**config.mk**
```make
export PLATFORM = sky130hd
export DESIGN_NAME = mct_pulse_generator
export DESIGN_NICKNAME = d
export VERILOG_FILES = /design/src/rtl/mct_pulse_generator.sv
export SDC_FILE = /design/constraint.sdc
export NUM_CORES = 1
export LEC_CHECK = 0
export CAP_MARGIN = 20
export CORE_ASPECT_RATIO = 1.4
export CORE_UTILIZATION = 47
export CTS_BUF_LIST = sky130_fd_sc_hd__clkbuf_2 sky130_fd_sc_hd__clkbuf_4 sky130_fd_sc_hd__clkbuf_8
export DETAILED_ROUTE_END_ITERATION = 8
export PLACE_DENSITY = 0.81
export SLEW_MARGIN = 20
export SYNTH_ARGS = -nofsm -noshare
export SYNTH_HDL_FRONTEND = slang
export SYNTH_SLANG_ARGS = --single-unit
```
**constraint.sdc**
```tcl
create_clock -name CLOCK -period 2.2 [get_ports CLOCK]
set_input_delay 0.33 -clock CLOCK [delete_from_list [all_inputs] [get_ports CLOCK]]
set_output_delay 0.33 -clock CLOCK [all_outputs]
set_load 0.02 [all_outputs]
```
**src/rtl/mct_pulse_generator.sv**
```systemverilog
// mct_pulse_generator: parametrised memory-cycle-time pulse generator.
// Generates one-hot time pulses T01..Tn split into phases, per-phase RT/WT/CT
// strobes, the GOJAM restart sequence, standby and monitor stop / single-MCT
// stepping, plus a free-running scaler.
// Optional build macro: MCT_COUNT_EN adds the 32-bit completed-MCT counter
// on MCTCNT; without it MCTCNT is tied to zero.
module mct_pulse_generator #(
    parameter int NT       = 12,
    parameter int NPH      = 4,
    parameter int RT_PH    = 1,
    parameter int WT_PH    = 2,
    parameter int CT_PH    = 3,
    parameter int SCALER_W = 16
) (
    input  logic                CLOCK,
    input  logic                SIM_RST,
    input  logic                STRT1,
    input  logic                STRT2,
    input  logic                ALGA,
    input  logic                SBY,
    input  logic                MSTP,
    input  logic                MSTRTP,
    output logic [NT-1:0]       T,
    output logic [2:0]          PH,
    output logic                RT,
    output logic                WT,
    output logic                CT,
    output logic                MCT_END,
    output logic                GOJAM,
    output logic                GOJAM_n,
    output logic                STOP,
    output logic                STOP_n,
    output logic [SCALER_W-1:0] FS,
    output logic [31:0]         MCTCNT
);

    typedef enum logic [2:0] {S_JAM, S_RUN, S_STOPPED, S_STEP, S_STBY} state_t;

    localparam logic [2:0] PH_LAST = 3'(NPH - 1);
    localparam logic [4:0] TP_LAST = 5'(NT - 1);
    localparam logic [2:0] RT_SEL  = 3'(RT_PH);
    localparam logic [2:0] WT_SEL  = 3'(WT_PH);
    localparam logic [2:0] CT_SEL  = 3'(CT_PH);

    // ph_reg/tp_reg hold the position currently shown on the outputs.
    state_t        state_reg, state_next;
    logic [2:0]    ph_reg, ph_next;
    logic [4:0]    tp_reg, tp_next;
    logic          fresh_reg;        // set only out of reset: first edge shows T01 ph0
    logic          mstrtp_q1_reg, mstrtp_q2_reg;
    logic          restart, step_edge, at_end, counting_next, mct_end_next;
    logic [NT-1:0] t_next;

    logic [NT-1:0]       t_reg;
    logic [2:0]          ph_out_reg;
    logic                rt_reg, wt_reg, ct_reg, mct_end_reg, gojam_reg, stop_reg;
    logic [SCALER_W-1:0] fs_reg;

    assign restart   = STRT1 | STRT2 | ALGA;
    assign step_edge = mstrtp_q1_reg & ~mstrtp_q2_reg;
    assign at_end    = (ph_reg == PH_LAST) && (tp_reg == TP_LAST);

    // Next state and next displayed position; restart beats standby beats monitor.
    always_comb begin
        state_next = state_reg;
        ph_next    = 3'd0;
        tp_next    = 5'd0;
        if (restart) begin
            state_next = S_JAM;
        end else if (SBY) begin
            state_next = S_STBY;
        end else begin
            case (state_reg)
                S_JAM, S_RUN, S_STEP: begin
                    if (fresh_reg) begin
                        ph_next = 3'd0;
                        tp_next = 5'd0;
                    end else if (at_end) begin
                        state_next = MSTP ? S_STOPPED : S_RUN;
                    end else if (ph_reg == PH_LAST) begin
                        tp_next = tp_reg + 5'd1;
                    end else begin
                        ph_next = ph_reg + 3'd1;
                        tp_next = tp_reg;
                    end
                end
                S_STOPPED: begin
                    if (step_edge)  state_next = S_STEP;
                    else if (!MSTP) state_next = S_RUN;
                end
                S_STBY:  state_next = S_JAM;
                default: state_next = S_JAM;
            endcase
        end
    end

    assign counting_next = (state_next == S_JAM) || (state_next == S_RUN) ||
                           (state_next == S_STEP);
    assign mct_end_next  = counting_next && (ph_next == PH_LAST) && (tp_next == TP_LAST);

    // One-hot time pulse decode of the next pulse counter value.
    genvar gi;
    generate
        for (gi = 0; gi < NT; gi++) begin : g_tdec
            assign t_next[gi] = counting_next && (tp_next == 5'(gi));
        end
    endgenerate

    // State, counters, monitor-step edge detector and scaler.
    always_ff @(posedge CLOCK or negedge SIM_RST) begin
        if (!SIM_RST) begin
            state_reg     <= S_JAM;
            ph_reg        <= 3'd0;
            tp_reg        <= 5'd0;
            fresh_reg     <= 1'b1;
            mstrtp_q1_reg <= 1'b0;
            mstrtp_q2_reg <= 1'b0;
            fs_reg        <= '0;
        end else begin
            state_reg     <= state_next;
            ph_reg        <= ph_next;
            tp_reg        <= tp_next;
            fresh_reg     <= 1'b0;
            mstrtp_q1_reg <= MSTRTP;
            mstrtp_q2_reg <= mstrtp_q1_reg;
            fs_reg        <= fs_reg + SCALER_W'(1);
        end
    end

    // Registered outputs decoded from the next state and position.
    always_ff @(posedge CLOCK or negedge SIM_RST) begin
        if (!SIM_RST) begin
            t_reg       <= '0;
            ph_out_reg  <= 3'd0;
            rt_reg      <= 1'b0;
            wt_reg      <= 1'b0;
            ct_reg      <= 1'b0;
            mct_end_reg <= 1'b0;
            gojam_reg   <= 1'b1;
            stop_reg    <= 1'b0;
        end else begin
            t_reg       <= t_next;
            ph_out_reg  <= counting_next ? ph_next : 3'd0;
            rt_reg      <= counting_next && (ph_next == RT_SEL);
            wt_reg      <= counting_next && (ph_next == WT_SEL);
            ct_reg      <= counting_next && (ph_next == CT_SEL);
            mct_end_reg <= mct_end_next;
            gojam_reg   <= (state_next == S_JAM);
            stop_reg    <= (state_next == S_STOPPED);
        end
    end

`ifdef MCT_COUNT_EN
    logic [31:0] mctcnt_reg;

    // Completed-MCT counter; survives restarts, cleared only by reset.
    always_ff @(posedge CLOCK or negedge SIM_RST) begin
        if (!SIM_RST) mctcnt_reg <= 32'd0;
        else          mctcnt_reg <= mctcnt_reg + 32'(mct_end_next);
    end

    assign MCTCNT = mctcnt_reg;
`else
    assign MCTCNT = 32'd0;
`endif

    assign T       = t_reg;
    assign PH      = ph_out_reg;
    assign RT      = rt_reg;
    assign WT      = wt_reg;
    assign CT      = ct_reg;
    assign MCT_END = mct_end_reg;
    assign GOJAM   = gojam_reg;
    assign GOJAM_n = ~gojam_reg;
    assign STOP    = stop_reg;
    assign STOP_n  = ~stop_reg;
    assign FS      = fs_reg;

endmodule

```
Word-level counts from Yosys, hierarchy flattened
Index checks and enable logic that the tools add are counted.
{ "word_totals": {"regBits": 51, "in_bits": 8, "out_inout_bits": 71} }
{ "op_classes": {"n_addsub": 3, "n_eq_ne": 22, "mux": 21, "bitwise_logic": 6, "n_reduce_logical": 23} }
{ "ops": {"columns": ["op", "n"], "rows": [
  ["3-bit 2-to-1 mux", 13],
  ["5-bit 2-to-1 mux", 6],
  ["5-bit by 4-bit == test with 1-bit output, second input constant", 5],
  ["3-bit by 2-bit == test with 1-bit output, second input constant", 7],
  ["5-bit by 3-bit == test with 1-bit output, second input constant", 4],
  ["1-bit logical AND", 17],
  ["16-bit by 1-bit adder with 16-bit output, second input constant", 1],
  ["5-bit by 2-bit == test with 1-bit output, second input constant", 2],
  ["3-bit by 1-bit == test with 1-bit output, second input constant", 3],
  ["3-bit logical NOT", 2],
  ["3-bit case mux with 2 select lines", 1],
  ["5-bit by 1-bit adder with 5-bit output, second input constant", 1],
  ["5-bit by 1-bit == test with 1-bit output, second input constant", 1],
  ["5-bit logical NOT", 1],
  ["3-bit by 1-bit adder with 3-bit output, second input constant", 1],
  ["1-bit inverter", 3],
  ["3-bit OR reduction", 1],
  ["1-bit logical OR", 2],
  ["2-bit 2-to-1 mux", 1],
  ["1-bit bitwise OR", 2],
  ["1-bit bitwise AND", 1]
]} }

Depth between registers and ports, before layout
Gate-level depths: netlist of the first run.
{ "logic_depth": {"depth_word": 12, "ltp_mapped": 7, "depth_no_buf": 6} }

Worst setup path after synthesis of the first run
No wires, ideal clock.
{ "synth_timing": {"path_type": "input to register", "startpoint": "input port STRT2", "endpoint": "register mct_end_reg (netlist: MCT_END)", "setup_time_ps": 95, "t_arrival_ps": 1853, "slack_ps": 253, "stages": 5, "path_cell_list": "or4_4 -> nand3b_4 -> nand2b_4 -> or3_4 -> nor4_4"} }
{ "synth_between": {"elab_chain_cells": 8, "elab_cells_between_ends": 14, "cone_classes": "eq/ne: 4; mux: 3; bitwise: 2; reduce/logical: 5"} }
{ "synth_rtl": {"columns": ["element", "line_no", "rtl"], "rows": [
  ["start: declaration", "18", "input logic STRT2,"],
  ["1-bit bitwise OR (*) (2 in a row)", "59", "assign restart = STRT1 | STRT2 | ALGA;"],
  ["3-bit 2-to-1 mux", "68", "if (restart) begin"],
  ["3-bit by 1-bit == test with 1-bit output or 3-bit logical NOT (tied branches)", "97", "assign counting_next = (state_next == S_JAM) || (state_next == S_RUN) ||"],
  ["1-bit logical OR (2 in a row)", "97", null],
  ["1-bit logical AND", "99", "assign mct_end_next = counting_next && (ph_next == PH_LAST) && (tp_next == TP_LAST);"],
  ["1-bit logical AND (*)", "99", null],
  ["named net mct_end_next", "51", "logic restart, step_edge, at_end, counting_next, mct_end_next;"],
  ["end signal: assignment", "147", "mct_end_reg <= mct_end_next;"],
  ["end: declaration", "56", "logic rt_reg, wt_reg, ct_reg, mct_end_reg, gojam_reg, stop_reg;"]
]} }
The timed path passes the listed nets; every way through them passes the cells marked *.

Final worst setup path of the first run
Ends and elaborated chain as after synthesis.

==> results.md, run 1 <==
* Status: finished clean
* Share of post-route cells with drive strength above 1 at 0.1273
* Post-detail-place hpwl at 3059 um
* Antenna Nets Post-Route at 0
* Via count at 1,624
* CP endpoint kind: flop
* P&R area growth vs syn at 27.42%
* DRC viols at 0
* LEAKAGE at 1.366 nW
* Synth Cell Area at 0.002336 mm2
* Pwr Density at 529.2 mW/mm2
* CTS Hold Bufs at 0
* Routed wire length at 4093 um
* Min-delay worst type: in2async
* Setup ws final at 0.1388 ns
* Clock buffer count from CTS at 5
* Largest net degree at the start of global routing at 29
* Worst VDD drop at 0.3229 mV
* Clk pwr share at 0.331
* Chip height at 85.42 um
* Number of diodes at 0
* Final period utilization at 0.9369
* Vias in the first global route at 1,517
* Sequential share of power at 0.601
* Layout fillers at 426
* Crit path launch type: input pin
* Number of vias per cell at 4.791
* Syn Area/Cell at 11.12 um2
* Max Slew Vio Count at 0
* Violation count after the first detailed-routing iteration at 32
* DR WL/cell at 12.07 um
* Yosys reg bits at 51
* Minimum clock period at 2.061 ns
* WP data required at 2.41 ns
* Die width at 61.59 um
* Pre-CTS setup slack at -0.2075 ns
* Cells after synthesis at 210
* Post-synthesis sequential area ratio at 0.5474
* Critical-path maximum fanout at 5
* FMAX at 0.4852 GHz
* Rows at 30
* Max FFs per register at 16
* CP Class: in2reg
* Yosys warnings at 0
* TritonRoute pass-1 iters at 4
* H-tree depth at 2
* Worst-Margin Slew at 0.5880 ns
* Number of port buffers at 46
* Multi-input gate area at 940.9 um2
* Nets at 285
* Clock Path Buffers at 2
* Global-route usage over all layers at 0.1725
* Starting density of the core at 0.4862
* I/O pins at 79
* Initial antenna violation count at 0
* Final instance area at 0.002977 mm2
* Storage cell area at 0.001279 mm2
* Slew HR at 0.6080
* Worst skew pair latency at 0.30 ns
* Sink Count at 51
* GRT Residual Overflow at 0
* Global-route wire length before repair at 6610 um
* Switch share at 0.2451
* Setup violators final at 0
* Cell variety after synth at 40
* CTS tree: built
* Core Region at 0.004805 mm2
* Arrival @ worst endpoint at 2.28 ns
* Worst Clk Skew at 0.009571 ns
* Max Cap Viol at 0
* Clock slew seen by the registers of the worst setup and hold paths at 0.09 ns
* DP Area at 0.002849 mm2
* P_sw at 0.3861 mW
* Clock root buffer: clkbuf_8
* FF-to-FF path depth at 7
* Fin. Hold Viols at 0
* Total Die Area at 0.005260 mm2
* Internal cell power at 1.189 mW
* RePlAce Congestion at 0.9110
* Post-CTS setup buffer count at 0
* Comb power frac at 0.068
==> power groups by stage <==
stage	Clock (mW)	Sequential [mW]	Combinational (mW)
after floorplan	0	0.966	0.103
after global placement	0	0.964	0.105
after detailed placement	0	0.964	0.107
after CTS	0.540	0.946	0.107
after global routing	0.578	0.947	0.118
final	0.522	0.946	0.107
==> final cells by class <==
type,count,area share
Timing Repair Buffer,58,0.1875
Sequential cell,51,0.4296
Inverter,8,0.01009
Multi-Input combinational cell,150,0.3161
Clock inverter,3,0.006726
Clock buffer,5,0.02312
Tap cell,64,0.02690
==> metal layers <==
layer / vias up / global-route usage / part of all wire
met5: - / 0 / 0
met4: 0 / 0.09899 / 0.033
met3: 10 / 0.03354 / 0.048
met2: 62 / 0.2874 / 0.53
met1: 780 / 0.1984 / 0.39
li1: 772 / - / -
==> path summary, 6_finish.rpt <==
kind	startpoint	end	slack (ns)
setup / recovery	STRT2	MCT_END	0.14
hold / removal	SIM_RST	T[9]	0.02
setup reg to reg	tp_reg[0]	T[4]	0.15
hold reg to reg	mstrtp_q1_reg	mstrtp_q2_reg	0.38
max in group asynchronous	SIM_RST	GOJAM	1.56
min in group CLOCK	mstrtp_q1_reg	mstrtp_q2_reg	0.38
==> cells in the mapped netlist, drive strengths merged <==
cell	instances	area, um2
nor3	14	70.07
nor4	2	27.53
nand2	11	41.29
conb	1	3.750
nand2b	5	38.78
dfrtp	49	1226
xnor2	12	105.1
or4	2	22.52
and4	1	8.760
nand4b	1	8.760
xor2	6	52.55
a211oi	1	7.510
and3	3	18.77
inv	8	30.03
and2	1	6.260
nor3b	2	15.01
a211o	2	17.52
ha	3	37.54
nor2b	2	12.51
o21ai	1	5.000
o311ai	2	17.52
nor2	23	86.33
buf	33	245.2
nand4bb	2	22.52
nand3	5	25.02
nor4bb	1	10.01
o22ai	1	6.260
or2	1	6.260
o21a	1	7.510
o41ai	1	8.760
dfstp	2	52.55
mux2i	1	10.01
nand4	6	37.54
nand3b	2	27.53
or3	1	11.26
a31oi	1	6.260
==> worst max-delay path, stage by stage <==
cell and delay, ns:
clkdlybuf4s50_1 0.42, or4_4 0.54, nand3b_4 0.19, nand2b_4 0.17
or3_4 0.42, nor4_4 0.20
==> through the flow <==
step / total power, mW / std cells / setup TNS, ns / hold slack (ns) / utilization
2_1_floorplan: 1.069 / 242 / 0 / 0.03441 / -
3_3_place_gp: 1.070 / 331 / -0.7429 / 0.3466 / 0.5930
3_5_place_dp: 1.071 / 331 / -1.275 / 0.3601 / 0.5930
4_1_cts: 1.593 / 339 / 0 / 0.02730 / 0.6130
5_1_grt: 1.643 / 339 / -0.03835 / 0.04166 / 0.6195
6_report: 1.575 / 339 / 0 / 0.02141 / 0.6195
==> cells in the final DEF, fill, tap and decap left out, drive strengths merged, types with 3 or more instances in the layout <==
| cell type | count |
|---|---|
| nand3 | 5 |
| conb | 33 |
| inv | 8 |
| nand4 | 6 |
| clkbuf | 5 |
| dfrtp | 49 |
| ha | 3 |
| nor3 | 14 |
| nand2 | 11 |
| nand2b | 5 |
| nor2 | 23 |
| and3 | 3 |
| buf | 13 |
| xor2 | 6 |
| clkdlybuf4s50 | 45 |
| xnor2 | 12 |
==> timing repair <==
item	CTS	global route
setup endpoints to repair	1	6
pin swaps	0	1
resized for setup	1	5
==> cells by family (layout without fill, tap and decap cells) <==
group | after synthesis | after routing | synth area share
buffers and inverters | 41 | 74 | 0.1178
DFF | 51 | 51 | 0.5474
and+or+nand+nor | 85 | 85 | 0.2126
xor gates and xnor gates | 18 | 18 | 0.06749
other | 1 | 33 | 0.001605
adders and majority gates | 3 | 3 | 0.01607
muxes | 1 | 1 | 0.004285
AOI/OAI and AO/OA | 10 | 10 | 0.03268
(Power assumes the default switching activity.)
==> inputs of run 2 (changes only) <==
- HOLD_SLACK_MARGIN: default -> 0.03
- SLEW_MARGIN: 20 -> default
- clock period: 2.2 -> 2.05 ns (I/O delays scaled with it)
==> run 2 against run 1 <==
Clock skew is 0.0031 ns lower. Critical path depth rose by 1. Cell count is 2.1% higher. Wire length rose by 5.6%. Via count is 0.62% higher. Largest cell class unchanged. Largest power group unchanged. Highest routed layer unchanged.
==> results.md, run 2 (synthesis results as in run 1) <==
* Commonest cells after routing, fill and taps aside: dfrtp_1 (49), clkdlybuf4s50_1 (41), conb_1 (33)
* Arrival @ worst endpoint at 2.14 ns (-0.14 ns)
* Slew HR at 0.6088 (+0.0008160)
* Routed wire length at 4324 um (+5.6%)
* I/O pins at 79 (unchanged)
* GRT Residual Overflow at 0 (unchanged)
* Worst Clk Skew at 0.006518 ns (-0.003052 ns)
* Worst VDD drop at 0.3283 mV (+1.7%)
* Number of port buffers at 46 (unchanged)
* Global-route wire length before repair at 6913 um (+4.6%)
* CP endpoint kind: flop
* WP data required at 2.24 ns (-0.17 ns)
* CP Launch Point: tp_reg[1]
* P&R area growth vs syn at 33.42%
* Post-detail-place hpwl at 3245 um (+6.1%)
* Final Non-Filler Cells at 346 (+2.1%)
* Status: finished clean
* Clock slew seen by the registers of the worst setup and hold paths at 0.08 ns (about the same)
* FF-to-FF Start: tp_reg[1]
* CP Class: reg2reg
* Number of vias per cell at 4.723 (-1.4%)
* Most common cell after layout, fill and taps aside: dfrtp_1
* RSZ-0062 raised after global routing: true
* Min-delay worst type: in2reg
* Share of post-route cells with drive strength above 1 at 0.1596 (+0.03230)
* Worst skew pair latency at 0.30 ns (about the same)
* Pwr Density at 587.1 mW/mm2 (+11%)
* H-tree depth at 2 (unchanged)
* RePlAce Congestion at 0.8597 (-5.6%)
* Die width at 61.59 um (unchanged)
* Clock buffer count from CTS at 5 (unchanged)
* Critical-path maximum fanout at 4 (-1)
* Final period utilization at 0.9512
* Sink Count at 51 (unchanged)
* Antenna Nets Post-Route at 0 (unchanged)
* Number of diodes at 0 (unchanged)
* Fin. Hold Viols at 0 (unchanged)
* Rows at 30 (unchanged)
* Chip height at 85.42 um (unchanged)
* Global-route usage over all layers at 0.1779 (+0.005382)
* Hold Crit Start: ALGA
* FMAX at 0.5128 GHz
* Placed Cells incl. Taps at 337 (+1.8%)
* Starting density of the core at 0.4862 (unchanged)
* Worst-Margin Slew at 0.5868 ns (-0.001224 ns)
* Hold WS at 0.3302 ns (+0.3088 ns)
* LEAKAGE at 1.465 nW (+7.2%)
* Via count at 1,634 (+0.62%)
* Crit path launch type: flop
* Fin util at 0.6487 (+0.02917)
* Nets at 292 (+2.5%)
* Clock Path Buffers at 2 (unchanged)
* Setup violators final at 0 (unchanged)
* Max Cap Viol at 0 (unchanged)
* TritonRoute pass-1 iters at 4 (unchanged)
* Minimum clock period at 1.950 ns
* Max FFs per register at 16 (unchanged)
* Max Slew Vio Count at 0 (unchanged)
* CTS tree: built
* Initial antenna violation count at 0 (unchanged)
* Total Die Area at 0.005260 mm2 (unchanged)
* Violation count after the first detailed-routing iteration at 40 (+25%)
* Setup TNS at 0 ns (unchanged)
* Clock root buffer: clkbuf_8
* Core Region at 0.004805 mm2 (unchanged)
* Largest net degree at the start of global routing at 28 (-3.4%)
* Vias in the first global route at 1,582 (+4.3%)
* DR WL/cell at 12.50 um (+3.5%)
* DRC viols at 0 (unchanged)
==> run 2: cell types whose count changed in the layout (fill, tap and decap cells not counted), sizes merged <==
cell	before	now
clkdlybuf4s50	45	41
clkbuf	5	6
dlygate4sd3	0	1
bufinv	0	1
clkinvlp	2	0
dlymetal6s2s	0	4
buf	13	19
==> run 2: worst paths after layout <==
kind	cells after the start	slack, ns	end
max	7	0.10	WT
min	3	0.33	GOJAM
max reg2reg	7	0.10	WT
min reg2reg	0	0.39	mstrtp_q2_reg
max in group asynchronous	3	0.89	GOJAM
min in group asynchronous	2	0.54	T[9]
==> run 2: layout make-up <==
class	instances	area [um2]
clock buffers	6	82.58
flip-flops and latches	51	1279
multi-input cells	150	987.2
fillers	414	1688
well taps	64	80.08
clock inverters	2	35.03
inverters	8	30.03
repair buffers	65	623.1
==> run 2: timing repair <==
action / CTS / global route
hold buffers: 1 / 0
endpoints found under the hold margin: 23 / 0
gates resized for setup: 1 / 14
setup endpoints to repair: 2 / 12
setup buffers: 0 / 0
pin swaps: 2 / 2
==> run 2: metrics by stage <==
stage	cell area, um2	setup WS [ns]	total power [mW]
detailed placement	2894	-0.3306	1.150
global placement	2894	-0.2829	1.148
global route	3117	-0.04076	1.901
finish	3117	0.1001	1.830
floorplan	2456	0.1112	1.147
CTS	3027	0.004021	1.841
==> run 2: report_power, final <==
group          internal [mW]  total, mW  switching (mW)
logic                 0.0272      0.117          0.0895
registers               1.01       1.02         0.00394
clock network          0.395      0.698           0.303
==> run 2: critical path, cell delays in order, from the launching register on <==
cell and delay (ns):
dfrtp_1 0.42, ha_1 0.23, nand4bb_1 0.25, o41ai_2 0.27, a211o_1 0.20, buf_4 0.13
nor2_1 0.06, a211oi_1 0.28
==> run 2: layer usage <==
metal / track usage / vias up / share of wire
li1: - / 789 / -
met1: 0.2051 / 775 / 0.39
met2: 0.3079 / 62 / 0.55
met3: 0.03506 / 8 / 0.043
met4: 0.07677 / 0 / 0.019
met5: 0 / - / 0
==> inputs of run 3 (changes only) <==
- GPL_TIMING_DRIVEN: default -> 0
- MAX_ROUTING_LAYER: default -> met4
- SLEW_MARGIN: default -> 20
==> run 3 against run 2 <==
Highest routed layer unchanged. Non-clock buffer count is 33 higher. Maximum frequency is 4.4% lower. Sequential share of layout area is 3.6 points lower. Combinational power is 43% higher. First-iteration DRC count is 100% higher. Design area is 9.8% higher. Largest cell class unchanged. Worst hold slack better by 0.0084 ns. Cell count is 9.5% higher. Sequential power hardly changed. Core utilization is 6.3 points higher.
==> results.md, run 3 (synthesis results as in run 1) <==
* Setup violators final at 0 (unchanged)
* Core Region at 0.004805 mm2 (unchanged)
* Setup ws final at 0.009550 ns (-0.09051 ns)
* Violation count after the first detailed-routing iteration at 80 (+100%)
* Post-detail-place hpwl at 3242 um (about the same)
* Minimum clock period at 2.040 ns (+0.09051 ns)
* Uppermost layer routed: met4
* WP data required at 2.26 ns (+0.02 ns)
* DRC viols at 0 (unchanged)
* Min-delay worst type: in2reg
* Worst skew pair latency at 0.30 ns (about the same)
* Max FFs per register at 16 (unchanged)
* Number of vias per cell at 4.770 (+1.0%)
* Max Cap Viol at 0 (unchanged)
* Fin. Hold Viols at 0 (unchanged)
* Number of diodes at 0 (unchanged)
* Status: finished clean
* CP Class: reg2reg
* Largest net degree at the start of global routing at 35 (+25%)
* H-tree depth at 2 (unchanged)
* Worst-Margin Slew at 0.4956 ns (-0.09123 ns)
* Clock Path Buffers at 2 (unchanged)
* WL met1 at 1912 um (+13%)
* Crit path launch type: flop
* Routed wire length at 5141 um (+19%)
* Final instance area at 0.003421 mm2 (+9.8%)
* Arrival @ worst endpoint at 2.25 ns (+0.11 ns)
* Sink Count at 51 (unchanged)
* Final Non-Filler Cells at 379 (+9.5%)
* Pre-CTS setup slack at -0.4647 ns (-0.1341 ns)
* RePlAce Congestion at 0.8609 (+0.14%)
* Clock root buffer: clkbuf_8
* Total Die Area at 0.005260 mm2 (unchanged)
* Chip height at 85.42 um (unchanged)
* TritonRoute pass-1 iters at 4 (unchanged)
* Final period utilization at 0.9953 (+0.04415)
* Critical-path maximum fanout at 8 (+4)
* I/O pins at 79 (unchanged)
* Nets at 325 (+11%)
* Vias in the first global route at 1,684 (+6.4%)
* Worst Clk Skew at 0.005690 ns (-0.0008284 ns)
* Final total power at 1.994 mW (+8.9%)
* Commonest cells after routing, fill and taps aside: buf_4 (48), dfrtp_1 (47), clkdlybuf4s50_1 (43)
* Clock slew seen by the registers of the worst setup and hold paths at 0.08 ns (about the same)
* Layout fillers at 367 (-11%)
* Number of port buffers at 46 (unchanged)
* Max Slew Vio Count at 0 (unchanged)
* Share of post-route cells with drive strength above 1 at 0.2698 (+0.1103)
* Met3 WL at 232 um (+24%)
* Antenna Nets Post-Route at 0 (unchanged)
* Met2 WL at 2893 um (+23%)
* Worst VDD drop at 0.4050 mV (+23%)
* GRT Residual Overflow at 0 (unchanged)
* DR WL/cell at 13.56 um (+8.5%)
* Hold WS at 0.3386 ns (+0.008420 ns)
* CTS tree: built
* FMAX at 0.4901 GHz (-4.4%)
* CP endpoint kind: flop
* Die width at 61.59 um (unchanged)
* Rows at 30 (unchanged)
* Clock buffer count from CTS at 5 (unchanged)
* P&R area growth vs syn at 46.44%
* Pwr Density at 582.8 mW/mm2 (-0.74%)
* Placed Cells incl. Taps at 353 (+4.7%)
* Most common cell after layout, fill and taps aside: buf_4
* Global-route usage over all layers at 0.1972 (+0.01935)
* Via count at 1,808 (+11%)
* Global-route wire length before repair at 7617 um (+10%)
* Initial antenna violation count at 0 (unchanged)
* Slew HR at 0.6685 (+0.05970)
* RSZ-0062 raised after global routing: true
* Starting density of the core at 0.4862 (unchanged)
* LEAKAGE at 1.623 nW (+11%)
* DP Area at 0.003012 mm2 (+4.1%)
run 3: what timing repair did:
item	4_1_cts	5_1_grt
hold buffers	1	0
buffers inserted	4	13
gates resized for setup	10	16
hold endpoints to repair	15	0
setup endpoints to repair	15	10
pin swaps	4	10
run 3: worst paths after layout:
path | start | end | slack (ns) | cells after the start
max | ph_reg[0] | MCT_END | 0.01 | 8
min in group asynchronous | SIM_RST | T[11] | 0.48 | 2
min reg2reg | mstrtp_q1_reg | mstrtp_q2_reg | 0.39 | 0
max reg2reg | ph_reg[0] | MCT_END | 0.01 | 8
min | STRT1 | GOJAM | 0.34 | 3
max in group asynchronous | SIM_RST | ph_reg[0] | 1.04 | 3
run 3: critical path, stage by stage (launching register included):
cell	delay (ns)
dfrtp_2	0.42
ha_4	0.16
nor2b_2	0.16
buf_6	0.15
nand4_1	0.17
xor2_2	0.24
nand4bb_4	0.26
buf_6	0.16
nor4_4	0.23
run 3: layout make-up:
cell class | count | area (um2) | area share
clock buffers | 6 | 76.32 | 0.02231
repair buffers | 65 | 621.8 | 0.1818
inverters | 8 | 30.03 | 0.008778
plain buffers | 33 | 251.5 | 0.07352
well taps | 64 | 80.08 | 0.02341
flip-flops and latches | 51 | 1281 | 0.3745
clock inverters | 2 | 60.06 | 0.01756
multi-input cells | 150 | 1020 | 0.2981
run 3: stage by stage:
step / utilization / setup TNS, ns
CTS: 0.6760 / 0
detailed placement: 0.6268 / -4.945
floorplan: - / 0
finish: 0.7120 / 0
global route: 0.7120 / -0.4427
global placement: 0.6237 / -39.47
run 3: metal layers:
| layer | track usage | up-vias |
|---|---|---|
| met5 | - | - |
| met4 | 0.07071 | 0 |
| met3 | 0.03354 | 10 |
| met2 | 0.3460 | 72 |
| met1 | 0.2150 | 878 |
| li1 | - | 848 |
run 3: where the power goes:
group	leakage [nW]	internal [mW]	switching [mW]
Sequential	0.678	1.01	0.00358
Combinational	0.876	0.0679	0.0989
Clock	0.0688	0.501	0.311
